--- config.mk ---
export PLATFORM = sky130hd
export DESIGN_NAME = send_packet_from_mem
export DESIGN_NICKNAME = d
export VERILOG_FILES = /design/src/rtl/send_packet_from_mem.sv
export SDC_FILE = /design/constraint.sdc
export NUM_CORES = 1
export LEC_CHECK = 0
export CAP_MARGIN = 20
export CORE_ASPECT_RATIO = 0.75
export CORE_MARGIN = 4
export CORE_UTILIZATION = 30
export CTS_BUF_LIST = sky130_fd_sc_hd__clkbuf_8 sky130_fd_sc_hd__clkbuf_16
export CTS_CLUSTER_DIAMETER = 50
export DETAILED_ROUTE_END_ITERATION = 7
export MAX_ROUTING_LAYER = met4
export PLACE_DENSITY = 0.51
export SLEW_MARGIN = 20
export SYNTH_ARGS = -nofsm -noshare
export SYNTH_HDL_FRONTEND = slang
export SYNTH_SLANG_ARGS = --single-unit
--- constraint.sdc ---
create_clock -name iclk -period 2.9 [get_ports iclk]
set_input_delay 0.435 -clock iclk [delete_from_list [all_inputs] [get_ports iclk]]
set_output_delay 0.435 -clock iclk [all_outputs]
set_load 0.005 [all_outputs]
--- src/rtl/send_packet_from_mem.sv ---
// send_packet_from_mem: GMII transmitter framing length-FIFO packets from memory (preamble, SFD, data, IFG; 4-byte CRC-32 FCS when TX_FCS_EN is defined)
module send_packet_from_mem #(
  parameter int pMEM_WIDTH = 11,
  parameter int pLEN_WIDTH = 16,
  parameter int pIFG = 12
) (
  input  logic                  iclk,
  input  logic                  i_rst,
  input  logic                  iempty,
  input  logic [pLEN_WIDTH-1:0] ilen_pac,
  output logic                  ord_len,
  output logic [pMEM_WIDTH-1:0] or_addr,
  input  logic [7:0]            ir_data,
  output logic                  otx_en,
  output logic [7:0]            otx_d,
  output logic                  otx_er,
  output logic                  obusy,
  output logic                  odone
);
  typedef enum logic [2:0] {
    IDLE, POP, PRE, SFD, DATA,
`ifdef TX_FCS_EN
    FCS,
`endif
    IFG
  } state_t;
  state_t state, state_n;
  logic [pLEN_WIDTH-1:0] cnt, len;
  logic [pMEM_WIDTH-1:0] ptr;
  logic last;
`ifdef TX_FCS_EN
  logic [31:0] crc, fcs;
  function automatic logic [31:0] crc_byte(input logic [31:0] c, input logic [7:0] d);
    logic [31:0] r;
    r = c;
    for (int i = 0; i < 8; i++) r = (r >> 1) ^ ((r[0] ^ d[i]) ? 32'hEDB88320 : 32'h0);
    return r;
  endfunction
  assign fcs = ~crc;
`endif
  assign otx_er = 1'b0;
  assign obusy = state != IDLE;
  assign or_addr = (state == DATA) ? ptr + pMEM_WIDTH'(1) : ptr;
  always_comb begin
    state_n = state;
    last = 1'b0;
    ord_len = 1'b0;
    otx_en = 1'b0;
    otx_d = 8'h00;
    odone = 1'b0;
    case (state)
      IDLE: begin
        ord_len = !iempty && !i_rst;
        state_n = iempty ? IDLE : POP;
      end
      POP: state_n = (len == '0) ? IDLE : PRE;
      PRE: begin
        otx_en = 1'b1;
        otx_d = 8'h55;
        last = cnt == pLEN_WIDTH'(6);
        state_n = last ? SFD : PRE;
      end
      SFD: begin
        otx_en = 1'b1;
        otx_d = 8'hD5;
        state_n = DATA;
      end
      DATA: begin
        otx_en = 1'b1;
        otx_d = ir_data;
        last = cnt == len - pLEN_WIDTH'(1);
`ifdef TX_FCS_EN
        state_n = last ? FCS : DATA;
`else
        state_n = last ? IFG : DATA;
        odone = last;
`endif
      end
`ifdef TX_FCS_EN
      FCS: begin
        otx_en = 1'b1;
        otx_d = fcs[{cnt[1:0], 3'b000} +: 8];
        last = cnt[1:0] == 2'd3;
        state_n = last ? IFG : FCS;
        odone = last;
      end
`endif
      IFG: begin
        last = cnt == pLEN_WIDTH'(pIFG - 1);
        state_n = last ? IDLE : IFG;
      end
      default: state_n = IDLE;
    endcase
  end
  always_ff @(posedge iclk) begin
    if (i_rst) begin
      state <= IDLE;
      cnt <= '0;
      len <= '0;
      ptr <= '0;
`ifdef TX_FCS_EN
      crc <= '1;
`endif
    end else begin
      state <= state_n;
      cnt <= (state_n != state || state == IDLE) ? '0 : cnt + pLEN_WIDTH'(1);
      if (ord_len) len <= ilen_pac;
      if (state == DATA) ptr <= ptr + pMEM_WIDTH'(1);
`ifdef TX_FCS_EN
      crc <= (state == SFD) ? '1 : (state == DATA) ? crc_byte(crc, ir_data) : crc;
`endif
    end
  end
endmodule

==> summary.md, run 1 <==
| Metric | Value |
|---|---|
| Status | `completed` |
| Largest family of logic cells by synthesized area | `simple AND/OR/NAND/NOR gates` |
| DR WL/cell | `around 14 µm` |
| Worst-margin pin slew | `611.4 ps` |
| # DRC | `0` |
| Startpoint types | `flip-flop` |
| Root Buffer | `clkbuf_16` |
| Final Wtd Congestion | `around 0.83` |
| Sequential share of the synthesized area | `about a third` |
| Detail Placement HPWL | `between 5 and 6 mm` |
| Min Clock Period, post-route | `2781 ps` |
| Mux contribution to synthesized area | `0.8174%` |
| Hold Crit Depth | `2` |
| FILL cells | `approximately 900` |
| Register Area | `between 900 and 1000 µm²` |
| Post-synth ARST share | `0%` |
| Synth Instances | `348` |
| Max-cap violations | `0` |
| Die Span X | `around 120 µm` |
| WS Path Type | `reg2out` |
| Relative slew slack | `59.16%` |
| WHS | `approximately 500 ps` |
| Clk pin slew, worst setup/hold paths | `approximately 60 ps` |
| GRT Total Usage | `between 10% and 20%` |
| First-pass GRT wire length | `between 10 and 15 mm` |
| Initial antenna violation count | `0` |
| Compound-Gate Fraction of Synth Area | `approximately 15%` |
| Share of layout cells above drive strength 1 | `approximately 12%` |
| Die H | `approximately 90 µm` |
| Setup TNS Final | `0 ps` |
| Critical Path AT | `~2400 ps` |
| Clock sinks | `46` |
| H-tree depth | `2` |
| Req. time, crit path | `between 2000 and 2500 ps` |
| Num CTS Buffers | `5` |
| Final setup viols | `0` |
| Area of the multi-input gates | `1749 µm²` |
| Critical path fanouts, max | `5` |
| Xor-xnor portion of the synthesized cell area | `between 10% and 20%` |
| Largest net degree at the start of global routing | `33` |
| Post-synth net total | `379` |
| Grt ovf | `0` |
| IO Port Bufs | `between 40 and 50` |
| Pwr/cell area | `454.6 nW/µm²` |
| Nets | `430` |
| Peak VDD IR | `0.2258 mV` |
| Hold_buf cts | `0` |
| RSZ-0062 raised after global routing | `true` |
| Post-route ant nets | `0` |
| Vias per std cell | `roughly 5.0` |
| WL final | `7.004 mm` |
| Die ar. | `about 11,000 µm²` |
| Post-Syn Area | `between 2000 and 3000 µm²` |
| Crit end category | `output port` |
| # diodes | `0` |
| Worst Setup Slack, final | `~120 ps` |
| CTS tree | `done` |
| Via count | `2,522` |
| DR pass1 iterations | `4` |
| #FFs+latches synth | `46` |
| Placement Cell Area | `3366 µm²` |
| Row Count | `29` |
| Synth Area in Simple Gates | `between 30% and 40%` |
| Post-Syn Area per Cell | `a little under 8 µm²` |
| Final Max Slew Viols | `0` |
| Leak | `around 1.4 nW` |
| DRT iter0 DRCs | `between 100 and 150` |
| Vias in the first global route | `2,326` |
| Ys flop type | `dfxtp_1` |
| Worst-Skew Late Latency | `roughly 280 ps` |
| Final Cycle Share | `95.88%` |
| Hold crit path type | `reg2reg` |
| Deepest clock path buffer count | `2` |
| Place WS | `between 50 and 60 ps` |
| R2R depth | `10` |
| Unique masters post-synth | `53` |
| Starting Density | `a little under a third` |
| Post-synth EDFFs | `0` |
| Final instance area | `3613 µm²` |
| Fmax | `between 0.3 and 0.4 GHz` |
| Yosys synthesis warning count | `0` |
| Final hold viol count | `0` |
| Core ar. | `8708 µm²` |
| Clock skew | `between 4 and 5 ps` |
| Ports | `a little over 50` |
| Area Growth Syn to Fin | `31.15%` |
| Synth Area in Adders | `between 1.5 and 2%` |
[cells in the final DEF (no fill, tap or decap), types with 3 or more instances in the layout]
| cell type | instances |
|---|---|
| and3_1 | 7 |
| clkbuf_16 | 5 |
| ha_1 | 3 |
| nor4_1 | 5 |
| o211ai_1 | 3 |
| nand4_1 | 4 |
| and2_1 | 3 |
| nor2_1 | 25 |
| clkdlybuf4s50_1 | 48 |
| a21o_1 | 5 |
| nor3_1 | 5 |
| nand3_1 | 16 |
| nand2_1 | 50 |
| a21oi_1 | 38 |
| xor2_1 | 16 |
| xnor2_1 | 26 |
| buf_4 | 19 |
| nor2b_1 | 17 |
| inv_1 | 7 |
| dfxtp_1 | 44 |
| nand3b_1 | 3 |
[final timing paths]
check / from / to / slack, ps
setup / recovery: len[1] / odone / 120
hold / removal: len[11] / len[11] / 500
setup reg to reg: len[1] / cnt[9] / 340
hold reg to reg: len[11] / len[11] / 500
[worst max-delay path: stages, from the launching register on]
cell	delay, ps
dfxtp_2	340
inv_2	70
ha_4	160
nor4b_4	230
nand4_2	180
mux2_4	350
o31ai_4	250
nand2_1	80
o2111ai_1	80
nor2_1	60
dlygate4sd2_1	260
[timing repair]
| item | in CTS | in global routing |
|---|---|---|
| buffers inserted | 2 | 4 |
| resized for setup | 11 | 3 |
| setup endpoints to repair | 1 | 7 |
| pin swaps | 2 | 5 |
[per-layer routing]
metal | GRT usage, % | vias to the layer above | share of wire [%]
li1 | - | 1301 | -
met3 | 2.422 | 4 | 4.1
met2 | 18.91 | 64 | 42
met1 | 19.26 | 1153 | 53
met5 | - | - | 0
met4 | 2.604 | 0 | 0.73
[logic make-up after synthesis]
logic type                 Yosys count
AOI/OAI and AO/OA                   65
adders and majority gates            4
buffers and inverters               31
and+or+nand+nor                    157
muxes                                2
DFF                                 46
xor gates and xnor gates            42
other                                1
[synth_stat cells, types with 2 or more instances]
| cell | instances | area (µm²) |
|---|---|---|
| and3b_1 | 2 | 17.52 |
| and2_1 | 3 | 18.77 |
| o211ai_1 | 3 | 22.52 |
| dfxtp_1 | 46 | 920.9 |
| a31oi_1 | 2 | 12.51 |
| a2111o_1 | 2 | 22.52 |
| nor3b_1 | 2 | 15.01 |
| nor2_1 | 25 | 93.84 |
| buf_6 | 2 | 22.52 |
| xor2_1 | 16 | 140.1 |
| a21oi_1 | 38 | 190.2 |
| o21ai_0 | 2 | 10.01 |
| and3_1 | 7 | 43.79 |
| nand2_1 | 50 | 187.7 |
| a211oi_1 | 2 | 15.01 |
| and4_1 | 2 | 17.52 |
| nor2b_1 | 17 | 106.4 |
| ha_1 | 4 | 50.05 |
| nand3_1 | 16 | 80.08 |
| clkbuf_1 | 19 | 71.32 |
| xnor2_1 | 26 | 227.7 |
| a21o_1 | 5 | 37.54 |
| nor4_1 | 6 | 37.54 |
| buf_4 | 2 | 15.01 |
| nand4_1 | 4 | 25.02 |
| mux2_2 | 2 | 22.52 |
| o31ai_1 | 2 | 15.01 |
| nor3_1 | 6 | 30.03 |
| or2_2 | 2 | 12.51 |
| nand3b_1 | 3 | 22.52 |
| or3_1 | 2 | 12.51 |
| inv_1 | 7 | 26.28 |
[cell type report]
type / count / share of cell area, %
timing repair buffer: 68 / 17.49
clock buffer: 6 / 3.843
multi-input combinational: 271 / 48.41
inverter: 7 / 0.7271
sequential: 46 / 25.55
clock inverter: 2 / 0.2424
tap: 108 / 3.740
[sequential cells by signal, indices dropped and copies added, names as in the netlist]
name   flops
ptr       11
state      3
len       16
cnt       16
[where the power goes]
group	leakage [nW]	switching (mW)	internal (mW)	total, mW
clock network	0.0780	0.230	0.338	0.569
logic	0.921	0.184	0.194	0.378
registers	0.374	0.0413	0.655	0.696
[metrics by stage]
stage | utilization, % | power [mW] | cells
final | 41.49 | 1.643 | 508
after floorplan | - | 0.9169 | 348
after CTS | 41.05 | 1.647 | 504
after global placement | 38.65 | 1.049 | 494
after global routing | 41.49 | 1.723 | 508
after detailed placement | 38.65 | 1.053 | 494
(Power assumes the default switching activity.)
==> run 2: changes to the inputs <==
--- a/constraint.sdc
+++ b/constraint.sdc
@@ -3,2 +3,2 @@
 set_output_delay 0.435 -clock iclk [all_outputs]
-set_load 0.005 [all_outputs]
+set_load 0.05 [all_outputs]
==> run 2 against run 1 <==
Net effect: clock skew rose by 2.4 ps; sequential power down 1%; count of clock-buffer cells in the layout fell by 1; hold slack lost 5.7 ps; cell count decreased by 0.59%; critical endpoint unchanged; critical path type unchanged; global-route usage rose by 0.60 points; highest routed layer unchanged; fmax about the same; largest cell class unchanged; routed wire length rose by 3.4%.
==> summary.md, run 2 (synthesized netlist as in run 1, its figures left out) <==
| Metric | Value |
|---|---|
| Status | `completed` |
| # DRC | `0` |
| Most frequent cells in the layout | `nand2_1 (50), dfxtp_1 (44), a21oi_1 (37), clkdlybuf4s50_1 (27), buf_4 (27)` |
| Pwr/cell area | `about 480 nW/µm²` |
| # diodes | `0` |
| Cell Chain, Critical Path | `inv_2 > ha_4 > o21bai_1 > a31oi_1 > a211oi_1 > a41oi_1 > nor4_2 > o2111ai_1 > nor2_2 > buf_12` |
| Regs by FF count | `cnt (16), len (16), ptr (11)` |
| Startpoint types | `flip-flop` |
| Via count | `around 2,400` |
| Initial antenna violation count | `0` |
| Post-route ant nets | `0` |
| Critical Path Max Stage Delay | `380 ps` |
| Largest net degree at the start of global routing | `31` |
| Critical Path AT | `around 2400 ps` |
| Nets | `between 400 and 500` |
| Detail Placement HPWL | `roughly 5.4 mm` |
| H-tree depth | `2` |
| DR pass1 iterations | `4` |
| Die Span X | `approximately 120 µm` |
| FILL cells | `903` |
| Deepest clock path buffer count | `2` |
| Vias in the first global route | `2,380` |
| Ports | `between 50 and 60` |
| Final core utilization | `roughly 42%` |
| Fmax | `between 0.3 and 0.4 GHz` |
| Placement Cell Area | `~3400 µm²` |
| Final hold viol count | `0` |
| Max-cap violations | `0` |
| Req. time, crit path | `roughly 2500 ps` |
| DR WL/cell | `~14 µm` |
| Crit end category | `output port` |
| Starting Density | `between 30% and 40%` |
| Hold crit path type | `reg2reg` |
| Num CTS Buffers | `5` |
| Row Count | `29` |
| First-pass GRT wire length | `roughly 12 mm` |
| Commonest non-fill, non-tap cell in the layout | `nand2_1` |
| Die ar. | `10,800 µm²` |
| Worst-Skew Late Latency | `roughly 280 ps` |
| WL final | `around 7.2 mm` |
| Grt ovf | `0` |
| Min Clock Period, post-route | `2782 ps` |
| Hold_buf cts | `0` |
| Share of layout cells above drive strength 1 | `around 18%` |
| Clock sinks | `46` |
| Register Area | `just over 900 µm²` |
| Area of the multi-input gates | `about 1800 µm²` |
| Critical path fanouts, max | `6` |
| Core ar. | `roughly 8700 µm²` |
| Vias per std cell | `between 4 and 5` |
| Peak VDD IR | `roughly 0.24 mV` |
| R2R depth | `8` |
| Clk pin slew, worst setup/hold paths | `about 60 ps` |
| Final instance area | `3694 µm²` |
| Hold Crit Depth | `2` |
| WS Path Type | `reg2out` |
| Root Buffer | `clkbuf_16` |
| Final setup viols | `0` |
| Final Wtd Congestion | `between 0.8 and 0.9` |
| Pwr Total | `1.762 mW` |
| Final Cycle Share | `between 90 and 100%` |
| Relative slew slack | `roughly 55%` |
| Die H | `around 91 µm` |
| Clock skew | `6.633 ps` |
| CTS tree | `done` |
| DRT iter0 DRCs | `121` |
| IO Port Bufs | `49` |
| Leak | `around 1.4 nW` |
| Worst path slowest cell | `dfxtp_2` |
| Worst-margin pin slew | `roughly 680 ps` |
| GRT Total Usage | `13.76%` |
| Area Growth Syn to Fin | `34.06%` |
| Final Max Slew Viols | `0` |
==> run 2: worst paths after layout <==
path | start | endpoint | slack [ps]
setup / recovery | len[0] | odone | 120
setup reg to reg | len[1] | cnt[1] | 330
hold reg to reg | len[1] | len[1] | 490
hold / removal | len[1] | len[1] | 490
==> run 2: metal layers <==
metal / wire length, µm / vias up / GRT usage (%)
met5: 0 / - / -
met4: 65 / 0 / 3.472
met3: 294 / 6 / 2.733
met2: 3004 / 51 / 19.01
met1: 3876 / 1099 / 20.35
li1: - / 1288 / -
==> run 2: stage by stage <==
step	setup slack, ps	hold slack [ps]	cells	setup TNS, ps
floorplan	36.81	441.6	348	0
global placement	167.0	485.8	494	0
detailed placement	99.92	493.1	494	0
CTS	19.92	500.5	502	0
global route	-63.23	518.6	505	-63.23
finish	118.5	494.3	505	0
==> run 2: where the power goes <==
| part | switching (mW) | total (mW) | internal [mW] |
|---|---|---|---|
| clock | 0.235 | 0.635 | 0.401 |
| combinational | 0.240 | 0.438 | 0.198 |
| sequential | 0.0335 | 0.688 | 0.655 |
==> run 2: repair_timing <==
action / in CTS / in global routing
setup endpoints to repair: 1 / 11
endpoints found under the hold margin: 0 / 0
setup buffers: 0 / 3
pin swaps: 0 / 5
gates resized for setup: 3 / 11
==> run 2: cell type report <==
cell class / count / area share [%]
Sequential cell: 46 / 25.00
Inverter: 7 / 0.7114
Tap cell: 108 / 3.659
Multi-Input combinational cell: 271 / 47.46
Clock buffer: 5 / 3.388
Clock inverter: 3 / 1.016
Timing Repair Buffer: 65 / 18.77
==> run 2: worst max-delay path: cells and delay by family, from the launching register on <==
| kind | cells | cell delay [ps] |
|---|---|---|
| flops | 1 | 380 |
| compound gates | 5 | 740 |
| simple gates | 2 | 560 |
| fa+ha+maj | 1 | 170 |
| buf+inv | 2 | 220 |
==> run 3: changes to the inputs <==
Settings changed: CORE_UTILIZATION 30 to 52, CTS_CLUSTER_DIAMETER 50 to 200, PLACE_DENSITY 0.51 to 0.79.
==> run 3 against run 2 <==
Net effect: count of clock-buffer cells in the layout is the same; highest routed layer unchanged; combinational power shrank 3%; largest power group unchanged; non-clock buffer count shrank 5; die area shrank 39%.
==> summary.md, run 3 (synthesized netlist as in run 1, its figures left out) <==
| Metric | Value |
|---|---|
| Peak VDD IR | `0.2530 mV` |
| Worst Setup Slack, final | `89.23 ps` |
| Row Count | `22` |
| Ports | `51` |
| Met3 wire length | `452 µm` |
| DRT iter0 DRCs | `about 180` |
| Fmax | `0.3558 GHz` |
| Place WS | `approximately 62 ps` |
| Final setup viols | `0` |
| Starting Density | `between 50% and 60%` |
| Delay-heaviest family, CP | `simple AND/OR/NAND/NOR gates` |
| # diodes | `0` |
| Worst path slowest cell | `dfxtp_4` |
| RSZ-0062 raised after global routing | `true` |
| Vias per std cell | `~5.5` |
| Pwr Total | `approximately 1.6 mW` |
| Num CTS Buffers | `5` |
| Startpoint types | `flip-flop` |
| Critical Path AT | `between 2000 and 2500 ps` |
| WS Path Type | `reg2out` |
| Via count | `2,540` |
| Hold crit path type | `reg2reg` |
| Critical path fanouts, max | `8` |
| WL met2 | `roughly 2.9 mm` |
| Hold_buf cts | `0` |
| Die Span X | `approximately 90 µm` |
| # DRC | `0` |
| H-tree depth | `2` |
| Relative slew slack | `55.79%` |
| Largest net degree at the start of global routing | `31` |
| Post-route ant nets | `0` |
| IO Port Bufs | `49` |
| Final hold viol count | `0` |
| First-pass GRT wire length | `about 11 mm` |
| WHS | `approximately 500 ps` |
| GRT Total Usage | `between 20% and 30%` |
| Status | `completed` |
| Cell Chain, Critical Path | `inv_2 > ha_4 > nor4b_4 > nand4_2 > buf_6 > nor3b_4 > o31ai_4 > nand2_1 > o2111ai_2 > nor2_2 > buf_12` |
| Critical Path Max Stage Delay | `about 370 ps` |
| Final Wtd Congestion | `between 0.9 and 1` |
| Commonest non-fill, non-tap cell in the layout | `nand2_1` |
| Leak | `about 1.4 nW` |
| DR WL/cell | `about 14 µm` |
| Most frequent cells in the layout | `nand2_1 (50), dfxtp_1 (44), a21oi_1 (37), clkdlybuf4s50_1 (32), xnor2_1 (26)` |
| Die H | `a little over 70 µm` |
| WP buf/inv | `3` |
| Min Clock Period, post-route | `between 2000 and 3000 ps` |
| Final Cycle Share | `a little over nine tenths` |
| Req. time, crit path | `about 2500 ps` |
| DR pass1 iterations | `4` |
| Nets | `between 400 and 500` |
| Die ar. | `~6500 µm²` |
| Detail Placement HPWL | `between 5 and 6 mm` |
| Clock skew | `10.90 ps` |
| Max layer used | `met4` |
| CTS tree | `done` |
| Core ar. | `between 5000 and 6000 µm²` |
| Grt ovf | `0` |
| Worst-margin pin slew | `~660 ps` |
| Worst-Skew Late Latency | `~300 ps` |
| Root Buffer | `clkbuf_8` |
| Share of layout cells above drive strength 1 | `between 10% and 20%` |
| Max-cap violations | `0` |
| Clk pin slew, worst setup/hold paths | `90 ps` |
| Deepest clock path buffer count | `2` |
| Pwr/cell area | `around 440 nW/µm²` |
| Regs by FF count | `cnt (16), len (16), ptr (11)` |
| Initial antenna violation count | `0` |
| WL final | `around 6.7 mm` |
| Vias in the first global route | `about 2,300` |
| Final Max Slew Viols | `0` |
| Area Growth Syn to Fin | `29.84%` |
| Crit end category | `output port` |
| Clock sinks | `between 40 and 50` |
| DRT met1 WL | `about 3.3 mm` |
-- run 3: changes by cell type in the layout (fill, tap and decap cells not counted), moves of 2 or more --
cell             before  now
clkbuf_16             5    0
dfxtp_2               2    0
dfxtp_4               0    2
clkbuf_8              0    5
buf_4                27   17
clkdlybuf4s50_1      27   32
-- run 3: per-layer routing --
| metal | GRT usage, % | vias to the layer above |
|---|---|---|
| met1 | 28.63 | 1168 |
| met4 | 4.613 | 0 |
| met5 | - | - |
| li1 | - | 1277 |
| met2 | 30.83 | 85 |
| met3 | 4.251 | 10 |
-- run 3: timing repair --
action,in CTS,in global routing
endpoints found under the setup margin,1,1
pin swaps,0,4
buffers inserted,0,2
resized for setup,3,16
cloned,0,0
-- run 3: final timing paths --
path,endpoint,slack [ps],cells past startpoint,start
min,state[1],500,1,state[2]
max reg2reg,cnt[1],250,8,len[0]
min reg2reg,state[1],500,1,state[2]
max,odone,90,11,len[0]
-- run 3: layout make-up --
cell class,instances,area [µm²]
Multi-Input combinational cell,271,1760
Clock buffer,5,68.82
Tap cell,72,90.09
Sequential cell,46,928.4
Clock inverter,3,41.29
Fill cell,404,1433
Inverter,7,28.78
Timing Repair Buffer,60,659.4
-- run 3: power breakdown --
part	leakage [nW]	switching, mW	internal, mW
Clock	0.0556	0.218	0.254
Combinational	0.941	0.235	0.189
Sequential	0.375	0.0399	0.653
Total	1.37	0.492	1.10
-- run 3: per-stage QoR --
stage	setup TNS, ps	utilization, %	instance area [µm²]	std cells
after floorplan	0	-	2755	348
after global placement	0	67.33	3373	454
after detailed placement	0	67.33	3373	454
after CTS	0	69.88	3501	462
after global routing	-75.58	71.40	3577	464
final	0	71.40	3577	464
